--- src/rtl/register_file_pkg.sv ---
// Shared definitions for the architectural register file: boolean constants,
// register-file geometry, the default truncated ROB index width and the
// operand record produced by each source-operand resolver.
package register_file_pkg;

    localparam logic TRUE  = 1'b1;
    localparam logic FALSE = 1'b0;

    localparam int XLEN       = 32;
    localparam int REG_COUNT  = 32;
    localparam int REG_AW     = 5;
    localparam int ROB_WD_DEF = 4;

    typedef logic [XLEN-1:0]   word_t;
    typedef logic [REG_AW-1:0] reg_idx_t;

    localparam reg_idx_t X0 = '0;

    // Result of resolving one source operand against the register file.
    typedef struct packed {
        logic  ready;
        word_t val;
        word_t tag;
    } operand_t;

    // x0 is hard-wired to zero, so nothing may ever write or rename it.
    function automatic logic is_writable(input reg_idx_t rd);
        return (rd != X0);
    endfunction

endpackage

--- src/rtl/register_file_operand_resolve.sv ---
// Combinational resolution of one source operand. Walks the priority chain:
// x0, committed value, same-cycle commit bypass, ROB forward, otherwise stall
// with the producing ROB id exposed as the tag.
module operand_resolve
    import register_file_pkg::*;
#(
    parameter int ROB_WD = ROB_WD_DEF
) (
    input  logic [REG_AW-1:0] rs,
    input  logic              busy,
    input  logic [XLEN-1:0]   reg_val,
    input  logic [XLEN-1:0]   reg_tag,
    input  logic              cmt_flag,
    input  logic [REG_AW-1:0] cmt_rd,
    input  logic [XLEN-1:0]   cmt_rob_id,
    input  logic [XLEN-1:0]   cmt_val,
    input  logic              rob_ready,
    input  logic [XLEN-1:0]   rob_val,
    output logic              ready,
    output logic [XLEN-1:0]   val,
    output logic [XLEN-1:0]   tag,
    output logic [ROB_WD-1:0] rob_id
);

    operand_t result;

    // Pick the freshest available value for this source, or report the tag to wait on.
    always_comb begin
        result.ready = TRUE;
        result.val   = '0;
        result.tag   = '0;
        if (rs == X0) begin
            result.ready = TRUE;
            result.val   = '0;
        end else if (!busy) begin
            result.ready = TRUE;
            result.val   = reg_val;
        end else if (cmt_flag && (cmt_rd == rs) && (cmt_rob_id == reg_tag)) begin
            result.ready = TRUE;
            result.val   = cmt_val;
        end else if (rob_ready) begin
            result.ready = TRUE;
            result.val   = rob_val;
        end else begin
            result.ready = FALSE;
            result.tag   = reg_tag;
        end
    end

    // The ROB lookup index is the low bits of the stored tag, busy or not.
    always_comb begin
        ready  = result.ready;
        val    = result.val;
        tag    = result.tag;
        rob_id = reg_tag[ROB_WD-1:0];
    end

endmodule

--- src/rtl/register_file.sv ---
// Architectural register file with per-register rename tags. Decode marks a
// destination busy with its ROB id; the ROB commit port writes values and
// clears the busy bit only when the committing id is still the newest
// producer. Two source operands are resolved combinationally each cycle.
module register_file
    import register_file_pkg::*;
#(
    parameter int ROB_WD = ROB_WD_DEF
) (
    input  logic              clk,
    input  logic              rst,
    input  logic              rdy,
    input  logic              flush,

    input  logic              id_rn_flag,
    input  logic [REG_AW-1:0] id_rn_rd,
    input  logic [XLEN-1:0]   id_rn_rob_id,
    input  logic [REG_AW-1:0] id_rs1,
    input  logic [REG_AW-1:0] id_rs2,

    output logic              rs1_ready,
    output logic [XLEN-1:0]   rs1_val,
    output logic [XLEN-1:0]   rs1_tag,
    output logic              rs2_ready,
    output logic [XLEN-1:0]   rs2_val,
    output logic [XLEN-1:0]   rs2_tag,

    output logic [ROB_WD-1:0] rob_q1_id,
    output logic [ROB_WD-1:0] rob_q2_id,
    input  logic              rob_q1_ready,
    input  logic [XLEN-1:0]   rob_q1_val,
    input  logic              rob_q2_ready,
    input  logic [XLEN-1:0]   rob_q2_val,

    input  logic              cmt_flag,
    input  logic [REG_AW-1:0] cmt_rd,
    input  logic [XLEN-1:0]   cmt_rob_id,
    input  logic [XLEN-1:0]   cmt_val
);

    word_t                value_q [REG_COUNT];
    word_t                tag_q   [REG_COUNT];
    logic [REG_COUNT-1:0] busy_q;

    logic cmt_write;
    logic cmt_matches;
    logic rn_write;

    // Decode which of this cycle's update requests actually take effect.
    always_comb begin
        cmt_write   = cmt_flag && is_writable(cmt_rd);
        cmt_matches = busy_q[cmt_rd] && (tag_q[cmt_rd] == cmt_rob_id);
        rn_write    = id_rn_flag && is_writable(id_rn_rd);
    end

    // Committed values: any commit to a real register lands, even during a flush.
    always_ff @(posedge clk or negedge rst) begin
        if (!rst) begin
            for (int i = 0; i < REG_COUNT; i++) begin
                value_q[i] <= '0;
            end
        end else if (rdy && cmt_write) begin
            value_q[cmt_rd] <= cmt_val;
        end
    end

    // Rename state: flush wipes all busy bits, rename overrides a same-cycle commit clear.
    always_ff @(posedge clk or negedge rst) begin
        if (!rst) begin
            busy_q <= '0;
            for (int i = 0; i < REG_COUNT; i++) begin
                tag_q[i] <= '0;
            end
        end else if (rdy) begin
            if (flush) begin
                busy_q <= '0;
            end else begin
                if (cmt_write && cmt_matches) begin
                    busy_q[cmt_rd] <= FALSE;
                end
                if (rn_write) begin
                    busy_q[id_rn_rd] <= TRUE;
                    tag_q[id_rn_rd]  <= id_rn_rob_id;
                end
            end
        end
    end

    operand_resolve #(
        .ROB_WD (ROB_WD)
    ) u_resolve_rs1 (
        .rs         (id_rs1),
        .busy       (busy_q[id_rs1]),
        .reg_val    (value_q[id_rs1]),
        .reg_tag    (tag_q[id_rs1]),
        .cmt_flag   (cmt_flag),
        .cmt_rd     (cmt_rd),
        .cmt_rob_id (cmt_rob_id),
        .cmt_val    (cmt_val),
        .rob_ready  (rob_q1_ready),
        .rob_val    (rob_q1_val),
        .ready      (rs1_ready),
        .val        (rs1_val),
        .tag        (rs1_tag),
        .rob_id     (rob_q1_id)
    );

    operand_resolve #(
        .ROB_WD (ROB_WD)
    ) u_resolve_rs2 (
        .rs         (id_rs2),
        .busy       (busy_q[id_rs2]),
        .reg_val    (value_q[id_rs2]),
        .reg_tag    (tag_q[id_rs2]),
        .cmt_flag   (cmt_flag),
        .cmt_rd     (cmt_rd),
        .cmt_rob_id (cmt_rob_id),
        .cmt_val    (cmt_val),
        .rob_ready  (rob_q2_ready),
        .rob_val    (rob_q2_val),
        .ready      (rs2_ready),
        .val        (rs2_val),
        .tag        (rs2_tag),
        .rob_id     (rob_q2_id)
    );

endmodule

--- config.mk ---
export PLATFORM = sky130hd
export DESIGN_NAME = register_file
export DESIGN_NICKNAME = d
export VERILOG_FILES = /design/src/rtl/register_file_pkg.sv /design/src/rtl/register_file_operand_resolve.sv /design/src/rtl/register_file.sv
export SDC_FILE = /design/constraint.sdc
export NUM_CORES = 2
export LEC_CHECK = 0
export CAP_MARGIN = 10
export CORE_ASPECT_RATIO = 1.75
export CORE_UTILIZATION = 40
export CTS_CLUSTER_DIAMETER = 100
export DETAILED_ROUTE_END_ITERATION = 10
export PLACE_DENSITY = 0.57
export SYNTH_ARGS = -nofsm -noshare
export SYNTH_HDL_FRONTEND = slang
export SYNTH_SLANG_ARGS = --single-unit
--- constraint.sdc ---
create_clock -name clk -period 7.92 [get_ports clk]
set_input_delay 1.98 -clock clk [delete_from_list [all_inputs] [get_ports clk]]
set_output_delay 1.98 -clock clk [all_outputs]
set_load 0.01 [all_outputs]
; ---- Word-level counts from Yosys, hierarchy flattened
; Cells that the tools add are included.
[word_totals]
regBits = 2080
output_inout_bits = 138
[op_classes]
magnitude_cmp = 12
eq_ne = 5
muxes = 54
bitwise = 8
reduce_logical = 18
[op_table]
columns = operator, count
row1 = $bwmux 1024, 2
row2 = $mux 32, 27
row3 = $bmux 32 s5, 5
row4 = $demux 32 s5, 2
row5 = $mux 33, 6
row6 = $eq 32x32->1, 3
row7 = $and 32x32->32, 1
row8 = $not 32->32, 1
row9 = $or 32x32->32, 1
row10 = $ge 6x6->1 const B, 4
row11 = $lt 5x6->1 const B, 4
row12 = $not 5->6, 4
row13 = $bmux 1 s5, 3
row14 = $logic_and 1x1->1, 13
row15 = $lt 6x1->1 const B, 2
row16 = $demux 1 s5, 2
row17 = $eq 5x5->1, 2
row18 = $ge 5x1->1 const B, 2
row19 = $logic_not 5->1, 2
row20 = $reduce_bool 5->1, 2
row21 = $mux 1, 7
row22 = $reduce_and 3->1, 1
row23 = $not 1->1, 1

; ---- Depth between registers and ports, before layout
[depth]
ltp_word = 13
depth_mapped = 19
depth_no_buf = 9

; ---- Modules after synthesis
; From an unflattened synthesis, not the netlist that was laid out.
[hier_totals]
cells_unflattened = 8802
hier_area_um2 = 121626.6
[modules_own_cells]
columns = module, instances, cells_each, area_per_inst_um2
row1 = register_file, 1, 8212, 117715.4
row2 = operand_resolve, 2, 295, 1955.6

; ---- Least setup slack after synthesis
; No wires, ideal clock.
[synth_path]
kind = input to output
from = in id_rs2[0]
to = out rs2_val[0]
t_arrival_ps = 5650
slack_ps = 290
path_stages = 17
n_path_buf = 9
cell_sequence = buf_6 buf_6 buf_6 buf_6 buf_4 buf_4 buf_2 mux4_2 o211ai_1 nand4_1 xor2_1 nor4_1 and4_1 buf_4 buf_6 nand4_1 a31oi_1
[synth_via]
elab_chain_len = 9
word_cells_on_any_way = 17
classes_between = eq/ne: 2 / mux: 11 / bitwise: 1 / reduce/logical: 3
[synth_rtl]
columns = item, line
row1 = "start, declared", register_file.sv:19  ; input logic [REG_AW-1:0] id_rs2,
row2 = $not 5->6 (not written as such), register_file.sv:114  ; .reg_tag (tag_q[id_rs2]),
row3 = $bmux 32 s5, register_file.sv:114
row4 = $mux 32 (not written as such) (2 in series), register_file.sv:114
row5 = via rob_q2_id[0], register_file.sv:29  ; output logic [ROB_WD-1:0] rob_q2_id,
row6 = $eq 32x32->1, register_file_operand_resolve.sv:38  ; end else if (cmt_flag && (cmt_rd == rs) && (cmt_rob_id == reg_tag)) begin
row7 = $logic_and 1x1->1, register_file_operand_resolve.sv:38
row8 = $mux 33, register_file_operand_resolve.sv:38
row9 = $mux 33, register_file_operand_resolve.sv:35  ; end else if (!busy) begin
row10 = $mux 33, register_file_operand_resolve.sv:32  ; if (rs == X0) begin
row11 = "end, declared", register_file.sv:25  ; output logic [XLEN-1:0] rs2_val,
; The timed path passes the listed nets, and every way through them passes these cells. The select of a mux whose other input is x is not followed.

; ---- Worst setup path in the final report
[layout_path]
from = in id_rs2[1]
to = out rs2_val[27]
[layout_via]
elab_chain_len = 9
word_cells_on_any_way = 17
classes_between = eq/ne: 2 / mux: 11 / bitwise: 1 / reduce/logical: 3
[layout_rtl]
columns = item, line
row1 = $not 5->6 (not written as such), "register_file.sv:113, register_file.sv:114"
row2 = $bmux 32 s5, register_file.sv:114
row3 = $mux 32 (not written as such) (2 in series), register_file.sv:114
row4 = $eq 32x32->1, register_file_operand_resolve.sv:38
row5 = $logic_and 1x1->1, register_file_operand_resolve.sv:38
row6 = $mux 33, register_file_operand_resolve.sv:38
row7 = $mux 33, register_file_operand_resolve.sv:35
row8 = $mux 33 *, register_file_operand_resolve.sv:32
; Every way passes the cells marked *; elsewhere a longest branch is shown, timed or not. The select of a mux whose other input is x is not followed.

==> qor.yml <==
route:
  route.detailed.drc: 0
  postRouteWirelength_um: 511000
  first_iter_violations: 9340
  vias: 88600
  post_drt_via_cell_ratio: 6.73
  first_pass_iters: 5
  post_drt_wl_per_cell_um: 38.8
  final_antenna_net_count: 0
pwr:
  seqPwrFrac_pct: 43.8
  clockPowerShare_pct: 36.5
  ir_drop_mv: 0.176
  swShare_pct: 28.4
  p_comb_share_pct: 19.7
  power.total_mw: 28.9
  power_switching_mw: 8.21
  p_per_area_nw_per_um2: 200
  p_leak_nw: 62.8
  p_int_mw: 20.6
timing:
  hold_ws_ns: 0.400
  fmax_mhz: 123
  max_slew_margin_pct: 11.0
  setup_viol: 81
  finClkSkew_ns: 0.0862
  tns_ns: -5.48
  finalCriticalPeriod_ns: 8.11
  final-hold-violation-count: 0
  rsz0062_at_grt: "yes"
  slew_viol_final: 0
  final.setup.worst_slack_ns: -0.188
  tightest_slew_ns: 1.33
  fin_crit_sh_pct: 102
global_routing:
  grt_pass1_wl_um: 713000
  grt_pass1_vias: 92100
  grt_overflow: 0
  grt_max_degree: 190
  grtUsageTotal_pct: 32.9
  antenna_found_initial: 29
worst_setup_path:
  worst_path_largest_cell_delay_ns: 0.53
  path_delay_family: "simple AND/OR/NAND/NOR gates"
  crit_chain: "buf_16 -> buf_16 -> buf_16 -> mux4_2 -> mux4_2 -> nor2_2 -> buf_6 -> nor3_2 -> nand4b_1 -> nor4_4 -> buf_4 -> and4_4 -> buf_12 -> buf_8 -> nand4_1 -> a31oi_1 -> buf_2"
  path_class: "input port to output port"
  critPathMaxFanout: 8
  slowest_stage: "mux4_2"
  required_ns: 5.94
  start_kind: "input port"
  cp.buffers_inverters: 8
  crit_path_frequent_cell: "buf_16"
  arrival_ns: 6.13
  end_kind: "output port"
synthesis:
  ys_top_cells_by_count: "dfrtp_1, mux2_2, mux4_2"
  yosysUniqueCellTypes: 75
  synth.most_common_cell: "dfrtp_1"
  synth_top_family_by_area: "multiplexers"
  synth_xor_area_share_pct: 0.656
  ys_seq_elements: 2080
  synth-compound-area-share_pct: 4.82
  synth_fa_ha_area_share_pct: 0
  netlist.top_cell.by_area: "dfrtp_1"
  ys.flop_type: "dfrtp_1"
  avgSynthCellArea_sq_um: 14.4
  async_reset_ff_share_pct: 100
  syn_area_sq_um: 121000
  synth-seq-area-share_pct: 42.9
  syn_nets: 8603
  synth.area.mux_share_pct: 45.2
  synth_edf_count: 0
  syn_inst: 8415
  yosys_warnings: 0
  yosys-top-cells-area: "dfrtp_1, mux4_2, mux2_2, mux2i_1, clkbuf_1"
  yosys.area_share.simple_pct: 2.89
  synth.top_cell.area_share_pct: 42.9
run:
  drv_cap: 0
clocking:
  cts_tree: "done"
  clk_root_buffer_cell: "clkbuf_16"
  cts_buffer_depth: 4
  htree_levels: 4
  cts_made_buffers: 212
  clock_sinks: 2080
  clk_pin_slew_ns: 0.06
  clk_latency_ns: 0.93
placed_design:
  place_area_sq_um: 135000
  dp_cells: 12700
  port_buffers: 325
  place.gp.congestion: 0.956
  place.detailed.hpwl_um: 320000
  dp_slack_ns: -0.879
floorplanning:
  core_sq_um: 302000
  start_util_pct: 40.2
  rows: 267
  die_area_sq_um: 306000
  dieHeight_um: 731
  pin_count: 326
  die_x_um: 419
min_path:
  holdCritPathClass: "flop to flop"
final_layout:
  fin_util_pct: 47.7
  drive_gt1_share_pct: 54.6
  area_growth_pct: 18.6
  final_cells: 13200
  postLayoutCellArea_sq_um: 144000
  nNetsFinal: 9145
outcome:
  outcome: "complete, but fails checks"
  violations: "negative setup slack"
-- what timing repair did --
action,in CTS,in global routing
hold buffers,0,0
setup endpoints to repair,130,125
cloned,12,8
gates resized for setup,404,337
pin swaps,52,55
setup buffers,60,43
-- worst paths after layout --
kind,start,endpoint,slack [ns],cells after the start
worst max-delay path,id_rs2[1],rs2_val[27],-0.19,17
worst min-delay path,value_q[1001],value_q[1001],0.40,0
worst max register to register,tag_q[731],busy_q[19],3.70,10
worst min register to register,value_q[1001],value_q[1001],0.40,0
max in group asynchronous,rst,tag_q[581],4.88,3
min in group asynchronous,rst,value_q[110],0.92,1
-- placed cells by master, fill, tap and decap left out, drive strengths merged, types with 10 or more instances in the layout --
cell type | Yosys | final
a2111oi | 10 | 10
a21oi | 119 | 119
a221oi | 80 | 80
a22oi | 151 | 151
a31oi | 74 | 74
buf | 339 | 1036
bufinv | 0 | 16
clkbuf | 654 | 386
clkdlybuf4s50 | 0 | 183
clkinv | 0 | 33
clkinvlp | 0 | 14
dfrtp | 2080 | 2080
diode | 0 | 21
inv | 32 | 32
mux2 | 2048 | 2048
mux2i | 392 | 392
mux4 | 1238 | 1238
nand2 | 145 | 145
nand3 | 19 | 19
nand4 | 111 | 111
nor2 | 235 | 235
nor2b | 23 | 23
nor3 | 34 | 34
nor3b | 22 | 22
nor4 | 29 | 29
o211ai | 40 | 40
o21ai | 115 | 115
o221ai | 41 | 41
o22ai | 50 | 50
o311ai | 32 | 32
o31ai | 49 | 49
or3 | 20 | 20
or3b | 11 | 11
xnor2 | 50 | 50
xor2 | 41 | 41
-- worst reg2reg max path, cell delays in order (launching register included) --
cell and delay [ns]:
dfrtp_1 0.42, mux4_2 0.46, a22oi_1 0.31, nand4_1 0.37, xnor2_1 0.83, nand4_1 0.35
nor4_1 0.38, nand4_1 0.15, buf_4 0.28, o41ai_1 0.40, a21oi_1 0.11
-- logic make-up (layout without fill, tap and decap cells) --
family | Yosys count | count (layout)
other cells | 0 | 21
simple gates | 705 | 705
compound gates | 836 | 836
mux | 3678 | 3678
xor+xnor | 91 | 91
flops | 2080 | 2080
buf+inv | 1025 | 1723
-- power by group through the flow --
stage | combinational (mW) | sequential (mW) | clock (mW)
after global routing | 5.94 | 12.8 | 11.0
after CTS | 5.58 | 12.6 | 10.6
after detailed placement | 5.50 | 12.8 | 0
after floorplan | 3.44 | 12.5 | 0
after global placement | 5.41 | 12.7 | 0
final | 5.69 | 12.6 | 10.5
-- metal layers --
metal	global-route usage (%)	vias up	routed length, um
met5	0	-	100
met4	24.8	16	46600
met3	6.41	1720	41100
met2	53.4	5081	243000
met1	38.7	47600	180000
li1	-	34200	-
-- layout make-up --
class | count | area [sq um]
fill | 26400 | 158000
timing repair buffer | 1321 | 13000
clock inverter | 63 | 777
inverter | 32 | 138
sequential | 2080 | 52000
antenna | 21 | 52.6
clock buffer | 307 | 6210
multi-input combinational | 5310 | 66700
tap | 4035 | 5050
-- state kept, by name, indices dropped and copies added (netlist names) --
register / flops
tag_q: 1024
value_q: 1024
busy_q: 32
Note: power is estimated with default switching activity, not from simulation.
